## src/rtl/dmem_store_rmw.sv

```systemverilog
// Store path into a byte-enable-less single-port BRAM: word stores write directly,
// byte/halfword stores read the word, then write it back with the lane(s) merged.
module dmem_store_rmw #(
  parameter int AW = 10
) (
  input  logic          clk,
  input  logic          reset,
  input  logic          StoreReq,
  input  logic [1:0]    ByteAccess,
  input  logic [31:0]   Addr,
  input  logic [31:0]   WriteData,
  output logic          Stall,
  output logic          Misaligned,
  output logic [AW-1:0] MemAdr,
  output logic          MemWE,
  output logic [31:0]   MemWData,
  input  logic [31:0]   MemRData
);

  typedef enum logic [0:0] {IDLE = 1'b0, WR = 1'b1} state_t;

  state_t        state_q, state_d;
  logic [AW-1:0] la_q, la_d;
  logic [1:0]    lo_q, lo_d;
  logic [1:0]    ls_q, ls_d;
  logic [15:0]   ld_q, ld_d;

  logic          stall_s, mis_s, we_s;
  logic [AW-1:0] adr_s;
  logic [31:0]   wdata_s;
  logic          is_sb_s, is_sh_s, is_sw_s, mis_cond_s;
  logic          unused_addr_s;

  // Replace the addressed byte or halfword lane of the read word with the latched data.
  function automatic logic [31:0] merge_lane(input logic [31:0] rdata,
                                             input logic [1:0]  lo,
                                             input logic [1:0]  ls,
                                             input logic [15:0] ld);
    logic [31:0] res;
    res = rdata;
    case (ls)
      2'b01: begin
        case (lo)
          2'b00:   res = {rdata[31:8], ld[7:0]};
          2'b01:   res = {rdata[31:16], ld[7:0], rdata[7:0]};
          2'b10:   res = {rdata[31:24], ld[7:0], rdata[15:0]};
          2'b11:   res = {ld[7:0], rdata[23:0]};
          default: res = rdata;
        endcase
      end
      2'b10: begin
        if (lo[1]) begin
          res = {ld, rdata[15:0]};
        end else begin
          res = {rdata[31:16], ld};
        end
      end
      default: res = rdata;
    endcase
    return res;
  endfunction

  assign is_sb_s    = (ByteAccess == 2'b01);
  assign is_sh_s    = (ByteAccess == 2'b10);
  assign is_sw_s    = ~is_sb_s & ~is_sh_s;
  assign mis_cond_s = (is_sw_s & (Addr[1:0] != 2'b00)) | (is_sh_s & Addr[0]);

  assign unused_addr_s = ^Addr[31:AW+2];

  // State and latched store context.
  always_ff @(posedge clk or posedge reset) begin
    if (reset) begin
      state_q <= IDLE;
      la_q    <= '0;
      lo_q    <= 2'b00;
      ls_q    <= 2'b00;
      ld_q    <= 16'h0000;
    end else begin
      state_q <= state_d;
      la_q    <= la_d;
      lo_q    <= lo_d;
      ls_q    <= ls_d;
      ld_q    <= ld_d;
    end
  end

  // Next state and memory-side controls.
  always_comb begin
    state_d = state_q;
    la_d    = la_q;
    lo_d    = lo_q;
    ls_d    = ls_q;
    ld_d    = ld_q;
    stall_s = 1'b0;
    mis_s   = 1'b0;
    we_s    = 1'b0;
    adr_s   = Addr[AW+1:2];
    wdata_s = WriteData;
    case (state_q)
      IDLE: begin
        if (StoreReq) begin
          if (mis_cond_s) begin
            mis_s = 1'b1;
          end else if (is_sb_s || is_sh_s) begin
            stall_s = 1'b1;
            la_d    = Addr[AW+1:2];
            lo_d    = Addr[1:0];
            ls_d    = ByteAccess;
            ld_d    = WriteData[15:0];
            state_d = WR;
          end else begin
            we_s = 1'b1;
          end
        end else begin
          state_d = IDLE;
        end
      end
      WR: begin
        adr_s   = la_q;
        we_s    = 1'b1;
        wdata_s = merge_lane(MemRData, lo_q, ls_q, ld_q);
        state_d = IDLE;
      end
      default: state_d = IDLE;
    endcase
  end

  // Reset gates the handshake and write strobe so an in-flight write is dropped at once.
  assign Stall      = stall_s & ~reset;
  assign Misaligned = mis_s & ~reset;
  assign MemWE      = we_s & ~reset;
  assign MemAdr     = adr_s;
  assign MemWData   = wdata_s;

endmodule

```

## config.mk

```make
export PLATFORM = sky130hd
export DESIGN_NAME = dmem_store_rmw
export DESIGN_NICKNAME = d
export VERILOG_FILES = /design/src/rtl/dmem_store_rmw.sv
export SDC_FILE = /design/constraint.sdc
export NUM_CORES = 1
export LEC_CHECK = 0
export BUFFER_PORTS_ARGS = -buffer_cell sky130_fd_sc_hd__buf_2
export CAP_MARGIN = 20
export CORE_MARGIN = 3
export CORE_UTILIZATION = 49
export CTS_BUF_LIST = sky130_fd_sc_hd__clkbuf_8
export DETAILED_ROUTE_END_ITERATION = 10
export PLACE_DENSITY = 0.94
export SLEW_MARGIN = 20
export SYNTH_ARGS = -nofsm -noshare
export SYNTH_HDL_FRONTEND = slang
export SYNTH_SLANG_ARGS = --single-unit
```

## constraint.sdc

```tcl
create_clock -name clk -period 5.1 [get_ports clk]
set_clock_uncertainty 0.2 [all_clocks]
set_input_delay 0.51 -clock clk [delete_from_list [all_inputs] [get_ports clk]]
set_output_delay 0.51 -clock clk [all_outputs]
set_load 0.01 [all_outputs]
```

* Word level (Yosys, flattened, before mapping)
Cells that the tools add are included.
** Word-level totals
- Bits of input ports :: 101
- Register bits :: 31
- Latch bits :: 0
- Memory bits (read-only) :: 0
- Memories :: 0
- RAM bits :: 0
- Output and inout port bits :: 45
** Cells by class
- Shift operators :: 0
- Mux-type cells :: 17
- Equal/unequal tests :: 7
- Reductions and logical operators :: 4
- Div/mod/pow operators :: 0
- $lt $le $gt $ge :: 0
- Bitwise gates (word level) :: 12
- Add/subtract/negate cells :: 0
- Multipliers :: 0
** Operator list (count)
- 32-bit one-hot mux with 4 select lines :: 1
- 32-bit 2-to-1 mux :: 2
- 32-bit one-hot mux with 2 select lines :: 1
- 1-bit 2-to-1 mux :: 10
- 10-bit 2-to-1 mux :: 1
- 2-bit equality test, second input constant :: 4
- 1-bit bitwise AND :: 6
- 2-bit by 1-bit equality test with 1-bit output, second input constant :: 3
- 1-bit inverter :: 5
- 1-bit one-hot mux with 2 select lines :: 2
- 4-bit AND reduction :: 1
- 2-bit logical NOT :: 1
- 2-bit nonzero test :: 1
- 1-bit logical OR :: 1
- 1-bit OR :: 1

* Depth between registers and ports, before layout
- Depth after elaboration :: 9
- Depth in mapped cells :: 8
- Gate-level depth less buffers :: 6

* Worst setup path after synthesis
No wires, ideal clock.
- Path type :: flip-flop to output port
- From :: register ls_q[0]
- To :: output MemWData[24]
- Path slack :: 2.764 ns
- Path buffers :: 1
- Data required time :: 4.390 ns
- Cell stages (with the launch flop) :: 7
- Arrival :: 1.626 ns
- Cell sequence :: dfrtp_1 inv_1 ha_1 clkbuf_1 nor2_1 o221ai_1 a31oi_1
** Between the ends
- Cells in the longest elaborated chain, start to end :: 3
- Elaborated cells between the ends (all ways) :: 4
** RTL lines
- start, declared :: line 25 : logic [1:0] ls_q, ls_d;
- start signal, assigned :: line 82 : ls_q <= ls_d;
- 2-bit equality test or 2-bit by 1-bit equality test with 1-bit output (tied branches) :: line 41 : case (ls)
- 32-bit one-hot mux with 2 select lines (*) :: line 41
- 32-bit 2-to-1 mux (*) :: line 99 : case (state_q)
- end, declared :: line 16 : output logic [31:0] MemWData,
Mark *: on every way between the ends. The rest lies on a longest branch, timed or not.

* Final worst setup path
- From :: register ls_q[0]
- To :: output MemWData[7]
Same word-level chain as after synthesis.

==> impl_metrics.tcl <==
set metrics [dict create \
    status "finished clean" \
    power.share.clock_pct 23.2 \
    synth_mux_area_share_pct 22.2 \
    slew_viol_final 0 \
    die_area_sq_um 5810 \
    place_area_sq_um 3020 \
    cts_root_buffer "clkbuf_8" \
    slew_headroom_pct 35.9 \
    p_sw_share_pct 35.4 \
    tightest_slew_ns 0.962 \
    met3_usage_pct 5.91 \
    drv_cap 0 \
    synth_nets 341 \
    yosysSeqAreaShare_pct 32.1 \
    drt_wl_total_um 7050 \
    die_w_um 76.2 \
    die_y_um 76.2 \
    dp_cells 411 \
    synth-edff-count 0 \
    p_int_mw 0.690 \
    critPathArrivalTime_ns 2.86 \
    final_cells 419 \
    pre_cts_slack_ns 1.89 \
    synth_top_family_by_area "multiplexers" \
    cts_hold_buffers 0 \
    synthAdderAreaFrac_pct 1.55 \
    fin_crit_sh_pct 70.1 \
    switching_power_mw 0.378 \
    yosys.cell_types.count 29 \
    tns_ns 0 \
    worst_slack_ns 1.53 \
    crit_path_max_fanout 14 \
    yosys_warnings 0 \
    p_leak_nw 1.59 \
    grt_busiest_layer "met2" \
    post-route-drc-count 0 \
    ys_seq_elements 31 \
    fin_util_pct 68.7 \
    worstSetupEndpointType "primary output" \
    holdCritPathClass "in2async" \
    whs_ns 0.0461 \
    path_clk_slew_ns 0.07 \
    synth.top_cells.by_count "dfrtp_1 (31), nor2b_1 (27), mux2_4 (26)" \
    synth_area_leaders "dfrtp_1 (32%), mux2_4 (16%), a221o_1 (9.9%)" \
    pin_count 146 \
    startpoint_type "flop" \
    grt_pass1_vias 2484 \
    synthFlopType "dfrtp_1" \
    port_buffers 125 \
    clock_path_buffers 2 \
    rows 24 \
    antenna_left 0 \
    final_area_sq_um 3140 \
    tritoncts "done" \
    ff2ff_path_depth 4 \
    ir_drop_v 0.000169 \
    r2r-end "ld_q[4]" \
    layout.nets 457 \
    initial_core_util_pct 52.9 \
    grt_pass1_wl_um 11800 \
    min_period_ns 3.57 \
    via_per_inst 5.71 \
    avgRoutedWirePerCell_um 16.8 \
    grt_max_degree 57 \
    rrSetupSlack_ns 2.50 \
    power_mw 1.07 \
    clock_latency_ns 0.27 \
    grt_use_total_pct 24.6 \
    synth-simple-area-share_pct 16.5 \
    rsz0062_at_grt "no" \
    synth-compound-area-share_pct 21.6 \
    yosysTopAreaCellShare_pct 32.1 \
    combPwrFrac_pct 41.8 \
    async_flop_share_pct 100 \
    drive_gt1_share_pct 50.8 \
    r2r_start "state_q" \
    seq_area_sq_um 777 \
    required_ns 4.39 \
    netlist_instances 237 \
    yosysTopAreaCell "dfrtp_1" \
    fillCellCount 376 \
    core_sq_um 4560 \
    grt_overflow 0 \
    cts-buffers-inserted 5 \
    grtUsageMet1_pct 30.4 \
    antenna_found_initial 0 \
    firstDrtPassIters 4 \
    place_hpwl_um 5230 \
    gp_congestion 0.837 \
    num_vias 2391 \
    multi_input_area_sq_um 1500 \
    antennaDiodeCount 0 \
    clock-sinks 31 \
    htreeDepth 2 \
    critical_path_class "reg2out" \
    setup_viol 0 \
    hold_viol 0 \
    post_cts_resized 0 \
    postCtsSetupRepairBufs 0 \
    fmax_ghz 0.280 \
    grt_util_met2_pct 41.2 \
    cellPowerDensity_nw_per_um2 341 \
    syn2layout_area_growth_pct 29.8 \
    syn_area_sq_um 2420 \
    drt_iter0_markers 171 \
    synth_most_common_cell "dfrtp_1" \
    syn_area_per_cell_sq_um 10.2 \
    sequentialPowerShare_pct 35.0 \
    synth_xor_area_share_pct 0 \
]
## per-layer routing
layer	share of wire (%)	routed length, um
met1	41	2910
met2	50	3500
met3	7.7	544
met4	1.5	106
met5	0	0
## power groups by stage
stage	Clock [mW]	Sequential [mW]	Combinational, mW
floorplan	0	0.349	0.333
global placement	0	0.372	0.430
detailed placement	0	0.376	0.442
CTS	0.251	0.372	0.445
global route	0.260	0.382	0.489
finish	0.248	0.374	0.446
## final cells by class
| type | instances | area share [%] |
|---|---|---|
| clock buffers | 6 | 2.63 |
| clock inverters | 2 | 1.12 |
| inverters | 6 | 0.718 |
| multi-input cells | 182 | 47.7 |
| flip-flops and latches | 31 | 24.8 |
| well taps | 65 | 2.59 |
| repair buffers | 127 | 20.4 |
## worst max-delay path by stage
stage / to / start
finish: MemWData[7] / ls_q[0]
global route: MemWData[2] / ls_q[0]
CTS: MemWData[7] / ls_q[0]
detailed placement: MemWData[7] / ls_q[0]
global placement: MemWData[5] / ls_q[0]
floorplan: MemWData[24] / ls_q[0]
## critical path, cell delays in order (launching register included)
cell     delay (ns)
dfrtp_1        0.40
inv_1          0.06
ha_1           0.49
nor3b_2        0.66
nor2b_1        0.58
a221o_1        0.25
buf_2          0.13
## cell families after synthesis
kind of cell    count (synthesis)
simple gates                   75
compound gates                 65
mux                            39
flops                          31
buf+inv                        24
fa+ha+maj                       3
## cell usage in the layout (no fill, tap or decap), drive strengths merged, types with 2 or more instances in the layout
cell,Yosys,layout
clkbuf,4,6
ha,3,3
nor2,15,15
nor2b,27,27
mux2,39,39
dfrtp,31,31
a21oi,12,12
o221ai,7,7
a31oi,8,8
nand3,7,7
nand2,19,19
buf,14,127
o21ai,2,2
nand2b,2,2
inv,6,6
a221o,24,24
o21a,3,3
a22o,8,8
## state kept, by name (all words and copies together), names as in the netlist
register / cells
ld_q: 16
ls_q: 2
la_q: 10
lo_q: 2
state_q: 1
(Power assumes the default switching activity.)
